## config.mk

```make
export PLATFORM = sky130hd
export DESIGN_NAME = ifu_fetch
export DESIGN_NICKNAME = d
export VERILOG_FILES = /design/src/rtl/ifu_fetch.sv
export SDC_FILE = /design/constraint.sdc
export NUM_CORES = 1
export LEC_CHECK = 0
export CAP_MARGIN = 10
export CORE_UTILIZATION = 35
export DETAILED_ROUTE_END_ITERATION = 8
export GPL_TIMING_DRIVEN = 0
export PLACE_DENSITY = 0.65
export SYNTH_ARGS = -nofsm -noshare
export SYNTH_HDL_FRONTEND = slang
export SYNTH_SLANG_ARGS = --single-unit
```

## constraint.sdc

```tcl
create_clock -name clk -period 2.3 [get_ports clk]
set_input_delay 0.46 -clock clk [delete_from_list [all_inputs] [get_ports clk]]
set_output_delay 0.46 -clock clk [all_outputs]
set_load 0.01 [all_outputs]
```

## src/rtl/ifu_fetch.sv

```systemverilog
// Instruction fetch stage: owns PC_F, drives a variable-latency imem handshake and
// buffers the returned word while decode is stalled. Optional macro: ALIGN_CHECK_EN.
module ifu_fetch #(
    parameter logic [31:0] PC_INIT = 32'h0000_3000
) (
    input  logic        clk,
    input  logic        reset,
    input  logic [31:0] NPC,
    input  logic        stall_D,
    output logic        imem_req,
    output logic [31:0] imem_addr,
    input  logic        imem_ack,
    input  logic [31:0] imem_rdata,
    output logic        fetch_busy,
    output logic [31:0] PC_F,
    output logic [31:0] PC_D,
    output logic [31:0] Instr_D,
    output logic        exc_D
);

    typedef enum logic [0:0] {
        ST_WAIT = 1'b0,
        ST_HOLD = 1'b1
    } state_t;

    state_t      state_r;
    state_t      state_nxt_s;
    logic [31:0] pc_f_r;
    logic [31:0] pc_d_r;
    logic [31:0] instr_d_r;
    logic [31:0] buf_r;
    logic [31:0] instr_nxt_s;
    logic        misal_s;
    logic        ready_s;
    logic        adv_s;
    logic        capture_s;

    // Readiness, advance/capture decisions and next state.
    always_comb begin
        misal_s     = 1'b0;
`ifdef ALIGN_CHECK_EN
        misal_s     = (state_r == ST_WAIT) && (pc_f_r[1:0] != 2'b00);
`endif
        ready_s     = 1'b0;
        instr_nxt_s = buf_r;
        state_nxt_s = state_r;
        case (state_r)
            ST_WAIT: begin
                ready_s = imem_ack || misal_s;
                if (misal_s) begin
                    instr_nxt_s = 32'h0000_0000;
                end else begin
                    instr_nxt_s = imem_rdata;
                end
            end
            ST_HOLD: begin
                ready_s     = 1'b1;
                instr_nxt_s = buf_r;
            end
            default: begin
                ready_s     = 1'b0;
                instr_nxt_s = 32'h0000_0000;
            end
        endcase
        adv_s     = ready_s && !stall_D;
        // Misaligned fetches never touch memory, so they have nothing to buffer.
        capture_s = (state_r == ST_WAIT) && imem_ack && !misal_s && stall_D;
        if (adv_s) begin
            state_nxt_s = ST_WAIT;
        end else if (capture_s) begin
            state_nxt_s = ST_HOLD;
        end else begin
            state_nxt_s = state_r;
        end
    end

    // State register plus PC_F, F/D pipeline register and the hold buffer.
    always_ff @(posedge clk or negedge reset) begin
        if (!reset) begin
            state_r   <= ST_WAIT;
            pc_f_r    <= PC_INIT;
            pc_d_r    <= 32'h0000_0000;
            instr_d_r <= 32'h0000_0000;
            buf_r     <= 32'h0000_0000;
        end else begin
            state_r <= state_nxt_s;
            if (adv_s) begin
                instr_d_r <= instr_nxt_s;
                pc_d_r    <= pc_f_r;
                pc_f_r    <= NPC;
            end
            if (capture_s) begin
                buf_r <= imem_rdata;
            end
        end
    end

`ifdef ALIGN_CHECK_EN
    logic exc_d_r;

    // Address-error flag travels with the instruction into decode.
    always_ff @(posedge clk or negedge reset) begin
        if (!reset) begin
            exc_d_r <= 1'b0;
        end else if (adv_s) begin
            exc_d_r <= misal_s;
        end
    end

    assign exc_D = exc_d_r;
`else
    assign exc_D = 1'b0;
`endif

    // Request is gated by reset so an abandoned request drops immediately.
    assign imem_req   = reset && (state_r == ST_WAIT) && !misal_s;
    assign imem_addr  = {pc_f_r[31:2], 2'b00};
    assign fetch_busy = !ready_s;
    assign PC_F       = pc_f_r;
    assign PC_D       = pc_d_r;
    assign Instr_D    = instr_d_r;

endmodule
```

==> metrics, run 1 <==
post-place instance area=7780 um2; core area=15300 um2; crit path kind=reg2out; Crit. Startpoint=state_r; DR WL/cell=17.9 um; Final Util=0.552; Crit path max-delay family=buffers and inverters; CP endpoint kind=output port; VDD IR-drop max=~0.48 mV; # setup viols final=0; Design Area, Final=around 8500 um2; syn_area_per_cell=14.1 um2; sequential share of the synthesized area=0.584; post-synthesis cell type count=21; Max Clock Skew=slightly below 9 ps; share of layout cells above drive strength 1=0.187; Clock Path Buffers=2; dpl hpwl=10200 um; largest net degree at the start of global routing=55; Clk Latency, worst-skew pair=a little over 400 ps; number of remaining DRC errors=0; outcome=finished, final reports clean; Die Y=128 um; crit path max fanout=16; total gr overflow=0; vias in the first global route=4334; Avg Vias per Cell=4.88; DIE AREA=16300 um2; TritonCTS clock tree=yes; CTS root buf=clkbuf_16; Post-synth EDFFs=0; Post-Place Setup Slack=-358 ps; number of antenna violations at the first check in global routing=0; Max-Cap Viols=0; max-slew violation count=0; post-synth top area cell=dfrtp_1; worst path bufs/invs=4; Total Wirelength=15000 um; RSZ-0062 raised after global routing=no; die width=128 um; global-route usage over all layers=0.197; top cells by area, synth=dfrtp_1 57%, mux2_1 13%, mux2_4 8.1%, o32ai_1 4.9%, buf_4 4.5%; Leak Pwr=between 3 and 4 nW; post-synthesis register bit count=129; Power Density=906 nW/um2; postcts setup bufs=0; CTS Buf Count=17; total power=7.66 mW; Area Overhead vs Synth=52.9%; fraction of registers with async set/reset=1.00; Vias=4081; Ant. Diodes=0; Final #Nets=681; Hold Crit Class=in2async; DRT iter0 DRCs=156; H-tree depth=4; Post-Syn Area=5530 um2; most used cell, CP=buf_6; Crit-path slowest cell=dfrtp_1; arrival time at the worst endpoint=1690 ps; Synth top cells by count=127 x dfrtp_1, 66 x mux2_1, 33 x buf_4, 33 x nor2_1; area share of the largest cell type after synthesis=0.575; Routed Antenna Nets=0; first-pass GRT wire length=23900 um; clock-pin slew on the worst setup and hold paths=60 ps; fin crit share=0.933; Worst Max-Slew Pin Slew=668 ps; drt first pass iters=4; Setup crit start kind=flop; count leader, synth=dfrtp_1; io pins=199; FMAX=approximately 470 MHz; WHS=21.6 ps; synthesis warning total=0; RR Startpoint=state_r; final worst slack=between 150 and 200 ps; WP data required=1840 ps; Synth Instances=393; ys flop type=dfrtp_1; Row Count=45; Fin. Hold Viols=0; Slew HR=0.555; port buffer count=195; GPL Wtd Cong=0.730; initial core utilization=0.361; worst path cell trace=buf_6 > or2_1 > buf_6 > inv_2 > dlygate4sd2_1; fin crit period=approximately 2100 ps; clock sink total=129; Largest stage delay, worst path=370 ps
==> cells by family (layout without fill, tap and decap cells) <==
family          after synthesis  after routing  share of synthesized area
compound gates               63             63                     0.0850
buf+inv                      62            293                     0.0801
flops                       129            129                      0.584
mux                          96             96                      0.216
other cells                   1              3                   0.000678
simple gates                 42             42                     0.0344
==> stage by stage <==
| step | setup TNS [ps] | cells |
|---|---|---|
| after floorplan | 0 | 395 |
| after global placement | -543010 | 801 |
| after detailed placement | -597 | 802 |
| after CTS | 0 | 837 |
| after global routing | 0 | 837 |
| final | 0 | 837 |
==> area by class of cell <==
cell class                 instances  area (um2)
buffer                            58         433
inverter                           2        7.51
multi-input combinational        204        1870
clock buffer                      23         488
fill                            1272        6860
tap                              211         264
clock inverter                     9        81.3
timing repair buffer             201        2090
sequential                       129        3230
==> path summary, 6_finish.rpt <==
path                               to  slack (ps)  depth (start not counted)
setup / recovery           fetch_busy         150                          5
hold / removal               PC_F[27]          20                          2
setup reg to reg              PC_F[4]         510                          6
hold reg to reg              PC_D[22]         490                          1
max in group asynchronous    buf_r[1]        1420                          3
min in group clk             PC_D[22]         490                          1
==> per-layer routing <==
layer,share of wire,vias up,GRT usage
met5,0.00040,-,0
met1,0.44,2036,0.245
li1,-,1848,-
met2,0.49,173,0.317
met4,0.013,2,0.0865
met3,0.063,22,0.0597
==> cells in the final DEF, fill, tap and decap left out, drive strengths merged, types with 2 or more instances in the layout <==
cell type | netlist | routed
clkdlybuf4s50 | 0 | 192
dfrtp | 127 | 127
mux2 | 96 | 96
buf | 49 | 52
nor2 | 33 | 33
clkbuf | 11 | 33
o32ai | 31 | 31
o22ai | 31 | 31
clkinv | 0 | 8
conb | 1 | 3
nand2b | 3 | 3
dfstp | 2 | 2
or2 | 2 | 2
inv | 2 | 2
nor3 | 2 | 2
dlygate4sd3 | 0 | 2
dlygate4sd2 | 0 | 2
==> repair_timing <==
item                                   CTS  global route
endpoints found under the hold margin   54             0
resized for setup                        6             0
hold buffers                             4             0
setup endpoints to repair                2             0
==> state kept, by name (all words and copies together), names as in the netlist <==
register,flops
PC_F,32
state_r,1
PC_D,32
Instr_D,32
buf_r,32
==> report_power, final <==
part / total (mW) / switching (mW) / internal (mW)
clock: 2.54 / 0.947 / 1.59
sequential: 3.04 / 0.316 / 2.72
combinational: 2.08 / 0.771 / 1.31
total: 7.66 / 2.03 / 5.63
Note: power is estimated with default switching activity, not from simulation.
==> run 2, diff against run 1 <==
CORE_UTILIZATION = 45   (was 35)
PLACE_DENSITY = 0.8   (was 0.65)
==> run 2 against run 1 <==
Compared with the run above:
- clock skew shrank 0.53 ps
- count of clock-buffer cells in the layout grew 4
- setup slack better by 2.4 ps
- cell count fell by 7.9%
- critical path type unchanged
==> metrics, run 2 (synthesis results as in run 1) <==
most used cell, CP=buf_6; commonest non-fill, non-tap cell in the layout=clkdlybuf4s50_1; Reg area=3230 um2 (unchanged); commonest non-fill, non-tap cells in the layout=193 x clkdlybuf4s50_1, 127 x dfrtp_1, 66 x mux2_1; number of remaining DRC errors=0 (unchanged); FMAX=467 MHz (+0.11%); GPL Wtd Cong=0.774 (+6.1%); core area=12000 um2 (-22%); CTS root buf=clkbuf_16; Leak Pwr=3.60 nW (-0.31%); max-slew violation count=0 (unchanged); vias in the first global route=4210 (-2.9%); WP data required=1840 ps (about the same); dpl hpwl=9830 um (-3.3%); arrival time at the worst endpoint=1680 ps (about the same); sw frac=0.260 (-0.00608); io pins=199 (unchanged); largest net degree at the start of global routing=63 (+15%); die width=113 um (-12%); DIE AREA=12700 um2 (-22%); Net Switching=2.01 mW (-1.2%); Design Area, Final=8370 um2 (-1.1%); first-pass GRT wire length=22600 um (-5.5%); initial core utilization=0.461 (+0.0993); Final #Nets=679 (-0.29%); Clock Path Buffers=2 (unchanged); Vias=4130 (+1.2%); Power Density=926 nW/um2 (+2.2%); CTS Buf Count=17 (unchanged); fin crit period=2140 ps (-2.39 ps); Post-Place Setup Slack=-304 ps (+53.1 ps); crit path max fanout=16 (unchanged); Flop pwr share=0.394 (-0.003); DR WL/cell=18.4 um (+2.4%); Area Overhead vs Synth=51.3%; setup TNS=0 ps (unchanged); Routed Antenna Nets=0 (unchanged); area occupied by multi-input gates=1870 um2 (unchanged); Max-Cap Viols=0 (unchanged); worst path bufs/invs=4 (unchanged); VDD IR-drop max=0.599 mV (+24%); clock power share=0.338 (+0.006); worst path cell trace=buf_6 > or2_1 > buf_6 > inv_2 > dlygate4sd2_1; Ant. Diodes=0 (unchanged); Max Clock Skew=8.39 ps (-0.531 ps); Int Pwr=5.74 mW (+1.9%); Crit path max-delay family=buffers and inverters; port buffer count=195 (unchanged); WHS=11.9 ps (-9.67 ps); crit path kind=reg2out; Setup crit start kind=flop; number of antenna violations at the first check in global routing=0 (unchanged); Avg Vias per Cell=5.36 (+9.9%); TritonCTS clock tree=yes; share of layout cells above drive strength 1=0.181 (-0.00581); global-route usage over all layers=0.232 (+0.0352); Crit-path slowest cell=dfrtp_1; Die Y=113 um (-12%); # setup viols final=0 (unchanged); Largest stage delay, worst path=370 ps (about the same); drt first pass iters=4 (unchanged); Clk Latency, worst-skew pair=420 ps (about the same); outcome=finished, final reports clean; Final Util=0.697 (+0.144); post-place instance area=7700 um2 (-1.0%); DRT iter0 DRCs=188 (+21%); clock sink total=129 (unchanged); Hold Crit Class=in2async; CP endpoint kind=output port; combinational power share=0.268 (-0.004); H-tree depth=4 (unchanged); total gr overflow=0 (unchanged); Fin. Hold Viols=0 (unchanged); Total Wirelength=14200 um (-5.6%); Row Count=40 (-11%); Worst Max-Slew Pin Slew=525 ps (-143 ps); Filler Cells Inserted=835 (-34%); RSZ-0062 raised after global routing=no; final worst slack=157 ps (+2.39 ps); Slew HR=0.650 (+0.0954); clock-pin slew on the worst setup and hold paths=50 ps (about the same); fin crit share=0.932 (-0.00104)
[run 2: cell types whose count changed in the layout (fill, tap and decap cells not counted), sizes merged]
| cell | previous run | this run |
|---|---|---|
| clkdlybuf4s50 | 192 | 193 |
| dlygate4sd2 | 2 | 1 |
| dlygate4sd3 | 2 | 0 |
| clkinv | 8 | 3 |
| clkbuf | 33 | 37 |
| bufinv | 1 | 2 |
[run 2: final timing paths]
check | cells after the start | slack (ps) | startpoint | to
max | 5 | 160 | state_r | fetch_busy
min | 2 | 10 | reset | Instr_D[1]
max reg2reg | 6 | 520 | state_r | PC_D[7]
min reg2reg | 1 | 490 | PC_D[30] | PC_D[30]
max in group asynchronous | 2 | 1990 | reset | PC_D[6]
min in group clk | 1 | 490 | PC_D[30] | PC_D[30]
[run 2: power by group through the flow]
stage | combinational [mW] | sequential, mW | clock [mW]
floorplan | 0.740 | 3.17 | 0
finish | 2.08 | 3.05 | 2.62
global placement | 2.01 | 3.05 | 0
global route | 2.20 | 3.11 | 2.77
detailed placement | 2.06 | 3.08 | 0
CTS | 2.10 | 3.05 | 2.66
[run 2: stage by stage]
stage	power, mW	cells
6_report	7.75	771
4_1_cts	7.81	771
5_1_grt	8.08	771
2_1_floorplan	3.91	395
3_3_place_gp	5.05	737
3_5_place_dp	5.14	738
[run 2: what timing repair did]
action | CTS | global route
gates resized for setup | 5 | 0
buffers inserted | 0 | 0
hold buffers | 2 | 0
endpoints found under the setup margin | 2 | 0
hold endpoints to repair | 62 | 0
[run 2: final cells by class]
cell class	count	area share
buffer	58	0.0517
clock buffer	27	0.0601
clock inverter	5	0.00897
inverter	2	0.000897
multi-input combinational	204	0.223
sequential	129	0.386
tap	147	0.0220
timing repair buffer	199	0.247
[run 2: per-layer routing]
metal / part of all wire / global-route usage
met2: 0.51 / 0.394
met1: 0.40 / 0.276
met4: 0.015 / 0.0833
met3: 0.076 / 0.0787
met5: 0 / 0
==> run 3, diff against run 2 <==
PLACE_DENSITY = 0.85   (was 0.8)
==> run 3 against run 2 <==
Compared with the run above:
- combinational power about the same
- largest power group unchanged
- sequential share of layout area increased by 0.73 points
- critical endpoint is now imem_req
- highest routed layer unchanged
- via count shrank 0.99%
- clock power shrank 10%
- critical path type is now in2out
==> metrics, run 3 (synthesis results as in run 1) <==
Area Overhead vs Synth=48.5%; fin crit period=2130 ps (-8.32 ps); Total Wirelength=14100 um (about the same); io pins=199 (unchanged); Max Clock Skew=6.50 ps (-1.88 ps); VDD IR-drop max=0.557 mV (-7.1%); clock sink total=129 (unchanged); arrival time at the worst endpoint=1670 ps (about the same); Die Y=113 um (unchanged); CP endpoint kind=output port; DR WL/cell=18.4 um (+0.29%); DRT iter0 DRCs=173 (-8.0%); crit path kind=in2out; largest net degree at the start of global routing=68 (+7.9%); Max-Cap Viols=0 (unchanged); Ant. Diodes=0 (unchanged); Fin. Hold Viols=0 (unchanged); WHS=29.9 ps (+18.0 ps); non-filler cells, final=768 (-0.39%); core area=12000 um2 (unchanged); Design Area, Final=8210 um2 (-1.9%); DIE AREA=12700 um2 (unchanged); # setup viols final=0 (unchanged); Worst Max-Slew Pin Slew=592 ps (+66.9 ps); vias in the first global route=4404 (+4.6%); max-slew violation count=0 (unchanged); reg2reg setup slack=500 ps (-20 ps); RR Startpoint=state_r; number of remaining DRC errors=0 (unchanged); commonest non-fill, non-tap cells in the layout=192 x clkdlybuf4s50_1, 127 x dfrtp_1, 66 x mux2_1; initial core utilization=0.461 (unchanged); Leak Pwr=3.52 nW (-2.2%); total gr overflow=0 (unchanged); Slew HR=0.605 (-0.0446); postcts setup bufs=0 (unchanged); Hold Crit Class=in2async; RSZ-0062 raised after global routing=no; global-route usage over all layers=0.232 (-0.000326); crit path max fanout=64 (+48); Net Switching=1.99 mW (-1.2%); Vias=4089 (-0.99%); FMAX=468 MHz (+0.39%); Int Pwr=5.48 mW (-4.5%); clock-pin slew on the worst setup and hold paths=50 ps (about the same); drt first pass iters=4 (unchanged); Row Count=40 (unchanged); number of antenna violations at the first check in global routing=0 (unchanged); GPL Wtd Cong=0.775 (about the same); die width=113 um (unchanged); H-tree depth=4 (unchanged); Avg Vias per Cell=5.32 (-0.61%); Routed Antenna Nets=0 (unchanged); reg2reg end=PC_F[15]; CTS Buf Count=17 (unchanged); Power Density=909 nW/um2 (-1.8%); dpl hpwl=10100 um (+2.6%); path depth of the worst reg2reg path=6 (unchanged); Clk Latency, worst-skew pair=410 ps (about the same); fin crit share=0.928 (-0.00362); TritonCTS clock tree=yes; Flop pwr share=0.410 (+0.016); commonest non-fill, non-tap cell in the layout=clkdlybuf4s50_1; Setup crit start kind=primary input; CTS root buf=clkbuf_16; clock power share=0.314 (-0.024); Clock Path Buffers=2 (unchanged); post-place instance area=7700 um2 (unchanged); sw frac=0.266 (+0.00656); combinational power share=0.276 (+0.008); first-pass GRT wire length=22800 um (+0.95%); DP Cell Count=738 (unchanged); outcome=finished, final reports clean; Final #Nets=676 (-0.44%); port buffer count=195 (unchanged); WP data required=1840 ps (about the same); share of layout cells above drive strength 1=0.169 (-0.0120)
[run 3: layer usage]
layer  vias to the layer above  GRT usage  wire [um]
met1                      2066      0.257       5440
li1                       1831          -          -
met5                         -          0          0
met3                        19     0.0728       1010
met2                       173      0.415       7470
met4                         0     0.0912        216
[run 3: power by group through the flow]
stage / clock network (mW) / registers (mW) / logic [mW]
6_report: 2.35 / 3.06 / 2.06
5_1_grt: 2.50 / 3.12 / 2.18
4_1_cts: 2.38 / 3.06 / 2.08
3_5_place_dp: 0 / 3.08 / 2.06
3_3_place_gp: 0 / 3.05 / 2.00
2_1_floorplan: 0 / 3.17 / 0.740
[run 3: timing repair]
item,4_1_cts,5_1_grt
hold buffers,0,0
setup endpoints to repair,2,0
resized for setup,4,0
[run 3: worst max-delay path by stage]
| stage | start | to | slack [ps] | cells past startpoint |
|---|---|---|---|---|
| 5_1_grt | reset | imem_req | 40 | 3 |
| 6_report | reset | imem_req | 170 | 3 |
| 2_1_floorplan | state_r | PC_F[10] | 740 | 6 |
| 4_1_cts | reset | imem_req | 130 | 3 |
| 3_5_place_dp | imem_ack | fetch_busy | -310 | 6 |
| 3_3_place_gp | reset | imem_req | -4100 | 3 |
[run 3: stage by stage]
stage	power [mW]	setup TNS, ps	setup WS, ps	utilization
5_1_grt	7.79	0	40.5	0.684
3_5_place_dp	5.15	-311	-311	0.641
4_1_cts	7.52	0	126	0.684
3_3_place_gp	5.05	-524030	-4100	0.639
2_1_floorplan	3.91	0	736	-
6_report	7.46	0	166	0.684
[run 3: layout make-up]
type / instances / area, um2
multi-input cells: 204 / 1870
plain buffers: 58 / 433
fillers: 851 / 3800
well taps: 147 / 184
repair buffers: 196 / 1980
inverters: 2 / 7.51
clock inverters: 1 / 5.00
clock buffers: 31 / 508
flip-flops and latches: 129 / 3230
[run 3: worst max-delay path: stages]
cell,delay [ps]
buf_6,440
nor2b_1,210
clkdlybuf4s50_1,540
